<file path="src/rtl/sram_access_arbiter.sv">
// sram_access_arbiter
//   Shares the external 1M x 16 audio SRAM between the recorder (writes) and
//   the playback DSP (reads). Each granted access runs SETUP -> ACCESS
//   (ACCESS_CYCLES strobe cycles) -> ACK. Ties are arbitrated round-robin.
//   Recorder writes into the opening-clip region [PROT_LO, PROT_HI] are
//   rejected without touching the SRAM.
//
//   Build option: define SRAM_ARB_WRITE_PRIO_EN to give the recorder fixed
//   priority on ties instead of round-robin.
//
//   Ports
//     i_clk, i_rst_n          clock, async active-low reset
//     i_rec_req/addr/wdata    recorder write request (level, held until ack)
//     o_rec_ack, o_rec_err    write done / rejected pulses
//     i_dsp_req/addr          DSP read request (level, held until ack)
//     o_dsp_ack, o_dsp_rdata  read done pulse, registered read data
//     o_sram_*                SRAM address/data/strobes (strobes active-low)
//     i_sram_rdata            sampled DQ bus
//     o_sram_dq_oe            1 = top level drives DQ with o_sram_wdata
//     o_busy                  an access is in progress
//
//   state    | meaning
//   S_IDLE   | arbitrate requests, latch the granted access
//   S_SETUP  | address/CE set up ahead of the strobe
//   S_ACCESS | OE_n or WE_n low for ACCESS_CYCLES cycles
//   S_ACK    | strobes released, ack pulse to the granted requester
module sram_access_arbiter #(
  parameter int          ACCESS_CYCLES = 2,
  parameter logic [19:0] PROT_LO       = 20'h143C0,
  parameter logic [19:0] PROT_HI       = 20'd164479
) (
  input  logic        i_clk,
  input  logic        i_rst_n,
  input  logic        i_rec_req,
  input  logic [19:0] i_rec_addr,
  input  logic [15:0] i_rec_wdata,
  output logic        o_rec_ack,
  output logic        o_rec_err,
  input  logic        i_dsp_req,
  input  logic [19:0] i_dsp_addr,
  output logic        o_dsp_ack,
  output logic [15:0] o_dsp_rdata,
  output logic [19:0] o_sram_addr,
  output logic [15:0] o_sram_wdata,
  input  logic [15:0] i_sram_rdata,
  output logic        o_sram_dq_oe,
  output logic        o_sram_ce_n,
  output logic        o_sram_oe_n,
  output logic        o_sram_we_n,
  output logic        o_sram_lb_n,
  output logic        o_sram_ub_n,
  output logic        o_busy
);

  typedef enum logic [1:0] {S_IDLE, S_SETUP, S_ACCESS, S_ACK} state_t;

  localparam logic [3:0] ACC_LAST = 4'(ACCESS_CYCLES - 1);

  state_t      state_q, state_d;
  logic [3:0]  cnt_q, cnt_d;
  logic [19:0] addr_q, addr_d;
  logic [15:0] wdata_q, wdata_d;
  logic [15:0] rdata_q, rdata_d;
  logic        is_wr_q, is_wr_d;
  logic        err_q, err_d;
  logic        last_rec_q, last_rec_d;  // 1: last grant went to the recorder
  logic        ce_n_q, ce_n_d;
  logic        oe_n_q, oe_n_d;
  logic        we_n_q, we_n_d;
  logic        dq_oe_q, dq_oe_d;

  logic grant_rec, grant_dsp, in_prot, active_d;

  always_comb begin
    state_d    = state_q;
    cnt_d      = cnt_q;
    addr_d     = addr_q;
    wdata_d    = wdata_q;
    rdata_d    = rdata_q;
    is_wr_d    = is_wr_q;
    err_d      = err_q;
    last_rec_d = last_rec_q;

`ifdef SRAM_ARB_WRITE_PRIO_EN
    grant_rec = i_rec_req;
`else
    grant_rec = i_rec_req && (!i_dsp_req || !last_rec_q);
`endif
    grant_dsp = i_dsp_req && !grant_rec;
    in_prot   = (i_rec_addr >= PROT_LO) && (i_rec_addr <= PROT_HI);

    unique case (state_q)
      S_IDLE: begin
        if (grant_rec) begin
          is_wr_d    = 1'b1;
          addr_d     = i_rec_addr;
          wdata_d    = i_rec_wdata;
          last_rec_d = 1'b1;
          err_d      = in_prot;
          state_d    = in_prot ? S_ACK : S_SETUP;
        end else if (grant_dsp) begin
          is_wr_d    = 1'b0;
          addr_d     = i_dsp_addr;
          last_rec_d = 1'b0;
          err_d      = 1'b0;
          state_d    = S_SETUP;
        end
      end
      S_SETUP: begin
        cnt_d   = ACC_LAST;
        state_d = S_ACCESS;
      end
      S_ACCESS: begin
        if (cnt_q == 4'd0) begin
          if (!is_wr_q) rdata_d = i_sram_rdata;
          state_d = S_ACK;
        end else begin
          cnt_d = cnt_q - 4'd1;
        end
      end
      S_ACK: state_d = S_IDLE;
      default: state_d = S_IDLE;
    endcase

    // Strobes are registered from the next state so the pins never glitch.
    // A rejected write passes through S_ACK with the SRAM left deselected.
    active_d = (state_d != S_IDLE) && !err_d;
    ce_n_d   = !active_d;
    oe_n_d   = !((state_d == S_ACCESS) && !is_wr_d);
    we_n_d   = !((state_d == S_ACCESS) && is_wr_d);
    dq_oe_d  = active_d && is_wr_d;
  end

  always_ff @(posedge i_clk or negedge i_rst_n) begin
    if (!i_rst_n) begin
      state_q    <= S_IDLE;
      cnt_q      <= 4'd0;
      addr_q     <= 20'd0;
      wdata_q    <= 16'd0;
      rdata_q    <= 16'd0;
      is_wr_q    <= 1'b0;
      err_q      <= 1'b0;
      last_rec_q <= 1'b0;
      ce_n_q     <= 1'b1;
      oe_n_q     <= 1'b1;
      we_n_q     <= 1'b1;
      dq_oe_q    <= 1'b0;
    end else begin
      state_q    <= state_d;
      cnt_q      <= cnt_d;
      addr_q     <= addr_d;
      wdata_q    <= wdata_d;
      rdata_q    <= rdata_d;
      is_wr_q    <= is_wr_d;
      err_q      <= err_d;
      last_rec_q <= last_rec_d;
      ce_n_q     <= ce_n_d;
      oe_n_q     <= oe_n_d;
      we_n_q     <= we_n_d;
      dq_oe_q    <= dq_oe_d;
    end
  end

  assign o_rec_ack    = (state_q == S_ACK) && is_wr_q;
  assign o_rec_err    = o_rec_ack && err_q;
  assign o_dsp_ack    = (state_q == S_ACK) && !is_wr_q;
  assign o_dsp_rdata  = rdata_q;
  assign o_sram_addr  = addr_q;
  assign o_sram_wdata = wdata_q;
  assign o_sram_dq_oe = dq_oe_q;
  assign o_sram_ce_n  = ce_n_q;
  assign o_sram_oe_n  = oe_n_q;
  assign o_sram_we_n  = we_n_q;
  assign o_sram_lb_n  = 1'b0;
  assign o_sram_ub_n  = 1'b0;
  assign o_busy       = (state_q != S_IDLE);

endmodule

</file>
<file path="config.mk">
export PLATFORM = sky130hd
export DESIGN_NAME = sram_access_arbiter
export DESIGN_NICKNAME = d
export VERILOG_FILES = /design/src/rtl/sram_access_arbiter.sv
export SDC_FILE = /design/constraint.sdc
export NUM_CORES = 1
export LEC_CHECK = 0
export ABC_AREA = 1
export ABC_CLOCK_PERIOD_IN_PS = 2100
export BUFFER_PORTS_ARGS = -buffer_cell sky130_fd_sc_hd__buf_2
export CELL_PAD_IN_SITES_DETAIL_PLACEMENT = 0
export CELL_PAD_IN_SITES_GLOBAL_PLACEMENT = 1
export CORE_MARGIN = 2
export CORE_UTILIZATION = 33
export DETAILED_ROUTE_END_ITERATION = 7
export PLACE_DENSITY_LB_ADDON = 0.12
export SLEW_MARGIN = 20
export SYNTH_ARGS = -nofsm -noshare
export SYNTH_HDL_FRONTEND = slang
export SYNTH_SLANG_ARGS = --single-unit
</file>
<file path="constraint.sdc">
create_clock -name i_clk -period 2.1 [get_ports i_clk]
set_input_delay 0.42 -clock i_clk [delete_from_list [all_inputs] [get_ports i_clk]]
set_output_delay 0.42 -clock i_clk [all_outputs]
set_load 0.05 [all_outputs]
</file>
Yosys cells after proc, flatten, opt, wreduce, memory -nomap -nowiden. Cells that the tools add are included. Widths: inputs -> output; s select.

Bits of input ports: 76. Register bits after elaboration: 65.

Reductions and logical operators: 30. Equality and inequality tests: 5. Bitwise logic cells: 1. Magnitude comparators: 2. Multiplexer cells: 17. Add/subtract/negate cells: 1.

Operator list (count): $mux 20 (2); $ge 20x17->1 const B (1); $le 20x18->1 const B (1); $logic_and 1x1->1 (10); $logic_not 1->1 (9); $mux 1 (8); $mux 2 (4); $pmux 2 s4 (1); $pmux 4 s2 (1); $reduce_bool 2->1 (4); $eq 2x2->1 const B (3); $reduce_and 2->1 (3); $logic_not 4->1 (1); $mux 4 (1); $sub 4x1->4 const B (1); $reduce_and 3->1 (1); $eq 2x1->1 const B (1); $logic_not 2->1 (1); $ne 2x2->1 const B (1); $logic_or 1x1->1 (1); $not 1->1 (1).

Logic depth before layout (Yosys ltp). Gate-level depths: netlist (run 1).

Word-level depth: 11. Gate-level depth with buffers: 12.

Least setup slack after synthesis (run 1). Ideal clock, no wire load.

Path kind: reg2reg. Start: register state_q[0]. End: register dq_oe_q (netlist: o_sram_dq_oe). Clock period less this slack: 1722 ps. Library setup time: 115 ps. Stages on the path, launching flop included: 11. Data required time: 1985 ps. Data arrival time: 1607 ps. Slack: 378 ps. Path through: dfrtp_1 inv_1 ha_1 inv_2 nor2_8 nor2_4 o21ai_1 a31oi_2 nand2_1 nand2_2 nor2_2.

Cells in the longest elaborated chain, start to end: 6.

Ends and longest elaborated chain: from (decl) (RTL line 59) `state_t state_q, state_d;`; from (signal assigned) (RTL line 149) `state_q <= state_d;`; $mux 2 (RTL line 101) `end else if (grant_dsp) begin`; $mux 2 (RTL line 94) `if (grant_rec) begin`; $pmux 2 s4 (RTL line 92) `unique case (state_q)`; $reduce_bool 2->1 (RTL line 127) `active_d = (state_d != S_IDLE) && !err_d;`; $logic_and 1x1->1 (RTL line 127); $logic_and 1x1->1 * (RTL line 131) `dq_oe_d = active_d && is_wr_d;`; via dq_oe_d (RTL line 70) `logic dq_oe_q, dq_oe_d;`; to (signal assigned) (RTL line 160) `dq_oe_q <= dq_oe_d;`; to (decl) (RTL line 70).

The timed path passes the listed nets; every way through them passes the cells marked *. A chain may end at the register's enable or synchronous reset.

Worst setup path after layout (run 1).
Start: register state_q[0]. End: output o_busy.

Cells in the longest elaborated chain, start to end: 1.

Ends and longest elaborated chain: $reduce_bool 2->1 (RTL line 176) `assign o_busy = (state_q != S_IDLE);`; to (decl) (RTL line 52) `output logic o_busy`.

No other way between the ends.

==> metrics.txt, run 1 <==
Fillers 889; vias in the first global route 2551; WL per Instance 12.1 microns; unrepaired setup endpoints after global routing false; register area roughly 1600 sq um; Cells after Synth between 300 and 400; R2R cell count 8; Most used DFF post-synth dfrtp_1; Cell Rows 34; Routed met1 length 3400 microns; Layout area overhead 34.5%; io pins 138; Synth Register Bits 65; Final setup viols 0; area of the multi-input gates 1160 sq um; Req. time, crit path 1680 ps; Layout Skew about 12 ps; DPL Wire Length 5250 microns; period utilization 92.8%; die height 99.3 microns; clock buffer count from CTS 9; max-slew violations 0; routed vias 2622; Ant. Diodes 0; number of synthesized flops with an enable pin 0; first-pass GRT wire length 11700 microns; Max-cap violations 0; final wirelength approximately 7100 microns; gr usage total 14.8%; Setup TNS 0 ps; largest net degree at the start of global routing 51; nets 560; Clock Latency Late Sink 330 ps; Setup crit end o_busy; highest metal used met4; status finished, final reports clean; asr flop ratio synth 100%; Leak 2.20 nW; RR Endpoint o_sram_oe_n; clk buf depth 2; met2 wire len 3190 microns; Crit Path Class reg2out; Fin. Hold Viols 0; Detailed Routing Iterations Pass 1 4; Tmin final about 1900 ps; post-synth top area share 51.7%; Mapped Avg Cell Area 8.87 sq um; CTS Sinks 65; layout cells sized above 1 38.7%; DIE WIDTH 99.3 microns; maximum VDD drop 0.000867 V; maximum fanout along the worst path 5; starting density of the core 34.2%; CP startpoint state_q[0]; cts hold-fix bufs 0; WP data arrival 1530 ps; clock transition at the registers of the reported paths 70 ps; Synth cell types 31; routability cong. a little over 0.7; Routed Antenna Nets 0; P per Cell Area 1880 nW/um^2; met3 wire len roughly 490 microns; GRT overflow 0; I/O Buffers around 140; CTS tree yes; vias per cell 4.44; initial drt markers 58; PostCTS Resize Cnt 0; H-tree levels 3; Post-Syn Area 3000 sq um; CP Capture Type output pin; Synth area leaders dfrtp_1 52%, nand2_1 15%, mux2_2 6.0%, nor2_1 4.8%, a31oi_1 4.2%; crit start category register; FF-to-FF Start state_q[0]; # DRC 0; dominant cell type by area after synthesis dfrtp_1; Ys Warns 0; total die area approximately 9900 sq um; Max Freq 0.513 GHz; core area 8760 sq um; Min Hold Slack about 19 ps; Post CTS Setup Buffer Count 0; clock root buffer clkbuf_8; r2r setup slk approximately 420 ps; Hold Path Class in2async; sequential area share after synthesis 54.4%; initial antenna violation count 0
## worst max-delay path: stages, from the launching register on
cell and delay, ps:
dfrtp_1 380, inv_1 100, ha_1 270, inv_2 150, buf_2 300
## cell usage after synthesis (3+ instances only)
library cell and instances:
a31oi_1 20, buf_2 4, buf_4 4, clkbuf_1 4, dfrtp_1 62, dfstp_2 3
ha_1 6, inv_1 32, inv_2 4, mux2_2 16, nand2_1 116, nand3_1 7
nor2_1 38
## sequential cells by signal (all words and copies together) (netlist names)
| register | flops |
|---|---|
| cnt_q | 4 |
| is_wr_q | 1 |
| o_dsp_rdata | 16 |
| o_sram_ce_n | 1 |
| err_q | 1 |
| o_sram_we_n | 1 |
| o_sram_wdata | 16 |
| o_sram_oe_n | 1 |
| state_q | 2 |
| o_sram_addr | 20 |
| last_rec_q | 1 |
| o_sram_dq_oe | 1 |
## kinds of logic (layout without fill, tap and decap cells)
group / count (synthesis) / after routing / share of synthesized area [%]
simple gates: 169 / 169 / 23.1
flops: 65 / 65 / 54.4
buf+inv: 49 / 193 / 7.05
compound gates: 31 / 31 / 6.59
mux: 16 / 16 / 6.01
fa+ha+maj: 6 / 6 / 2.50
other cells: 1 / 2 / 0.125
xor+xnor: 1 / 1 / 0.292
## how the worst min path moves through the flow
stage | start | endpoint | cells after the start
2_1_floorplan | i_rst_n | cnt_q[0] | 0
3_3_place_gp | i_rst_n | o_sram_addr[0] | 1
3_5_place_dp | i_rst_n | o_sram_addr[5] | 1
4_1_cts | i_rst_n | o_sram_addr[16] | 1
5_1_grt | i_rst_n | o_sram_addr[16] | 1
6_report | i_rst_n | o_sram_addr[5] | 1
## cells in the final DEF (no fill, tap or decap), drive strengths merged
cell type	netlist	final
clkbuf	4	10
nand2	118	118
dfrtp	62	62
o31ai	1	1
clkinv	0	2
bufinv	0	2
a31oi	21	21
buf	9	141
conb	1	2
clkinvlp	0	1
ha	6	6
dfstp	3	3
inv	36	37
nor2	41	41
nand4	1	1
mux2	16	16
nand3	8	8
nor3	1	1
xor2	1	1
o21bai	1	1
o21a	1	1
o22ai	2	2
a21oi	2	2
o21ai	3	3
## final cells by class
type / instances / area share, %
repair buffers: 141 / 18.5
clock buffers: 10 / 3.41
multi-input cells: 225 / 28.8
well taps: 108 / 3.35
flip-flops and latches: 65 / 40.4
clock inverters: 6 / 2.23
inverters: 36 / 3.35
## per-stage QoR
| step | total power (W) | instance area, sq um | instances | worst slack, ps | utilization, % |
|---|---|---|---|---|---|
| 2_1_floorplan | 0.00547 | 3000 | 339 | 378 | - |
| 3_3_place_gp | 0.00644 | 3810 | 575 | 440 | 43.4 |
| 3_5_place_dp | 0.00647 | 3810 | 575 | 403 | 43.4 |
| 4_1_cts | 0.00770 | 4040 | 591 | 114 | 46.0 |
| 5_1_grt | 0.00811 | 4040 | 591 | 58.9 | 46.0 |
| 6_report | 0.00759 | 4040 | 591 | 152 | 46.0 |
## metal layers
metal,GRT usage [%],vias up
li1,-,1339
met1,19.4,1190
met2,23.9,87
met3,3.65,6
met4,5.27,0
met5,0,-
## report_power, final
part	total, W	switching (W)	internal, W
clock network	0.00121	0.000501	0.000705
registers	0.00217	0.000281	0.00188
logic	0.00422	0.00314	0.00108
total	0.00759	0.00393	0.00367
(Power assumes the default switching activity.)
==> run 2, diff against run 1 <==
--- a/config.mk
+++ b/config.mk
@@ -6,7 +6,7 @@
 export NUM_CORES = 1
 export LEC_CHECK = 0
 export ABC_AREA = 1
-export ABC_CLOCK_PERIOD_IN_PS = 2100
+export ABC_CLOCK_PERIOD_IN_PS = 1870
 export BUFFER_PORTS_ARGS = -buffer_cell sky130_fd_sc_hd__buf_2
 export CELL_PAD_IN_SITES_DETAIL_PLACEMENT = 0
 export CELL_PAD_IN_SITES_GLOBAL_PLACEMENT = 1
@@ -14,6 +14,7 @@
 export CORE_UTILIZATION = 33
 export DETAILED_ROUTE_END_ITERATION = 7
 export PLACE_DENSITY_LB_ADDON = 0.12
+export SKIP_CTS_REPAIR_TIMING = 1
 export SLEW_MARGIN = 20
 export SYNTH_ARGS = -nofsm -noshare
 export SYNTH_HDL_FRONTEND = slang
==> constraint.sdc (replaced) <==
create_clock -name i_clk -period 1.87 [get_ports i_clk]
set_input_delay 0.2805 -clock i_clk [delete_from_list [all_inputs] [get_ports i_clk]]
set_output_delay 0.2805 -clock i_clk [all_outputs]
set_load 0.05 [all_outputs]
==> run 2 against run 1 <==
Compared with the run above: critical path depth did not move; count of clock-buffer cells in the layout fell by 1; first-iteration DRC count rose by 47%; worst setup slack got worse by 50 ps; sequential power rose by 12%; sequential share of layout area fell by 0.15 points; core utilization rose by 0.17 points; non-clock buffer count rose by 3; die area did not move; global-route usage rose by 1.4 points; wire length rose by 5.3%; largest power group unchanged.
==> metrics.txt, run 2 (same netlist as run 1, synthesis figures left out) <==
status finished, final reports clean; CP startpoint state_q[0]; DIE WIDTH 99.3 microns (unchanged); P per Cell Area 2080 nW/um^2 (+11%); Clock Latency Late Sink 340 ps (about the same); crit start category register; DPL Wire Length 5630 microns (+7.3%); Fin. Hold Viols 0 (unchanged); Fillers 904 (+1.7%); largest net degree at the start of global routing 41 (-20%); max reg flops 20 (unchanged); Setup crit end o_busy; routability cong. 0.818 (+13%); initial drt markers 85 (+47%); Req. time, crit path 1590 ps (-90 ps); initial antenna violation count 0 (unchanged); vias in the first global route 2686 (+5.3%); Max Freq about 0.57 GHz; sw frac 52.9% (+1.2 points); Tmin final 1770 ps; Routed Antenna Nets 0 (unchanged); delay-heaviest family, CP buffers and inverters; CP Cell Sequence inv_1 -> ha_1 -> inv_2 -> clkbuf_4; CP Depth 4 (unchanged); Detailed Routing Iterations Pass 1 4 (unchanged); first-pass GRT wire length 12600 microns (+7.7%); Layout Skew 10.8 ps (-1.04 ps); Layout Cells excl Fill 594 (+0.51%); r2r setup slk 210 ps (-210 ps); Clock Power Share 14.4% (-1.5 points); Setup TNS 0 ps (unchanged); WP data arrival 1490 ps (-40 ps); unrepaired setup endpoints after global routing false; FF-to-FF Start state_q[0]; final wirelength 7520 microns (+5.3%); slowest CP cell dfrtp_1; cell internal pwr 0.00398 W (+8.4%); Leak 2.21 nW (+0.46%); die height 99.3 microns (unchanged); Hold Path Class in2reg; sequential power share 28.8% (+0.3 points); H-tree levels 3 (unchanged); core area 8760 sq um (unchanged); Max-cap violations 0 (unchanged); clk buf depth 2 (unchanged); clock transition at the registers of the reported paths 80 ps (about the same); clock buffer count from CTS 9 (unchanged); nets 563 (+0.54%); clock root buffer clkbuf_8; maximum VDD drop 0.000944 V (+8.9%); I/O Buffers 135 (unchanged); max-slew violations 0 (unchanged); Min Hold Slack 136 ps (+117 ps); io pins 138 (unchanged); Buf/Inv on CP 3 (unchanged); layout cells sized above 1 38.9% (+0.17 points); CTS Sinks 65 (unchanged); CTS tree yes; P_sw 0.00446 W (+14%); CP Capture Type output pin; vias per cell 4.44 (+0.18%); Comb power frac 56.7% (+1.1 points); Layout area overhead 35.0%; most common cell after layout, fill and taps aside buf_2; starting density of the core 34.2% (unchanged); WL per Instance 12.7 microns (+4.8%); total die area 9870 sq um (unchanged); commonest cells after routing, fill and taps aside 134 x buf_2, 116 x nand2_1, 62 x dfrtp_1, 38 x nor2_1, 32 x inv_1; Crit Path Class reg2out; Cell Rows 34 (unchanged); dpl cells 577 (+0.35%); CP peak stage delay 370 ps (about the same); maximum fanout along the worst path 5 (unchanged); gr usage total 16.2% (+1.4 points); Ant. Diodes 0 (unchanged); R2R cell count 10 (+2); # DRC 0 (unchanged); period utilization between 90% and 100%; GRT overflow 0 (unchanged); RR Endpoint o_sram_dq_oe; Final setup viols 0 (unchanged); routed vias 2640 (+0.69%); Final Util 46.2% (+0.17 points)
-- run 2: worst min-delay path, cell delays in order --
cell and delay, ps:
buf_2 70, nand2_1 40, nand2_1 50
-- run 2: power by group through the flow --
stage	registers, W	logic, W	clock network [W]
6_report	0.00243	0.00479	0.00122
5_1_grt	0.00254	0.00517	0.00133
4_1_cts	0.00244	0.00485	0.00127
3_5_place_dp	0.00246	0.00484	0
3_3_place_gp	0.00246	0.00480	0
2_1_floorplan	0.00453	0.00161	0
-- run 2: through the flow --
step / total power (W) / cell area [sq um] / setup slack (ps)
2_1_floorplan: 0.00614 / 3000 / 148
3_3_place_gp: 0.00725 / 3830 / 272
3_5_place_dp: 0.00730 / 3830 / 225
4_1_cts: 0.00856 / 4040 / 42.5
5_1_grt: 0.00904 / 4050 / 22.6
6_report: 0.00844 / 4050 / 101
-- run 2: worst min path at each step --
stage                               start               end  cells after the start
final                      i_rec_wdata[0]   o_sram_wdata[0]                      3
after floorplan                   i_rst_n          cnt_q[0]                      0
after global placement            i_rst_n    o_sram_addr[8]                      1
after detailed placement          i_rst_n    o_sram_addr[8]                      1
after CTS                         i_rst_n    o_sram_addr[8]                      1
after global routing      i_rec_wdata[14]  o_sram_wdata[14]                      3
-- run 2: metal layers --
| layer | track usage (%) | routed length (microns) |
|---|---|---|
| met5 | 0 | 0 |
| met4 | 7.27 | 119 |
| met3 | 4.36 | 535 |
| met2 | 24.8 | 3320 |
| met1 | 21.5 | 3540 |
-- run 2: layout make-up --
type	instances	area, sq um	area share (%)
clock buffer	9	124	3.06
timing repair buffer	144	786	19.4
multi-input combinational	225	1160	28.7
inverter	36	135	3.34
sequential	65	1630	40.3
tap	108	135	3.34
clock inverter	7	78.8	1.95
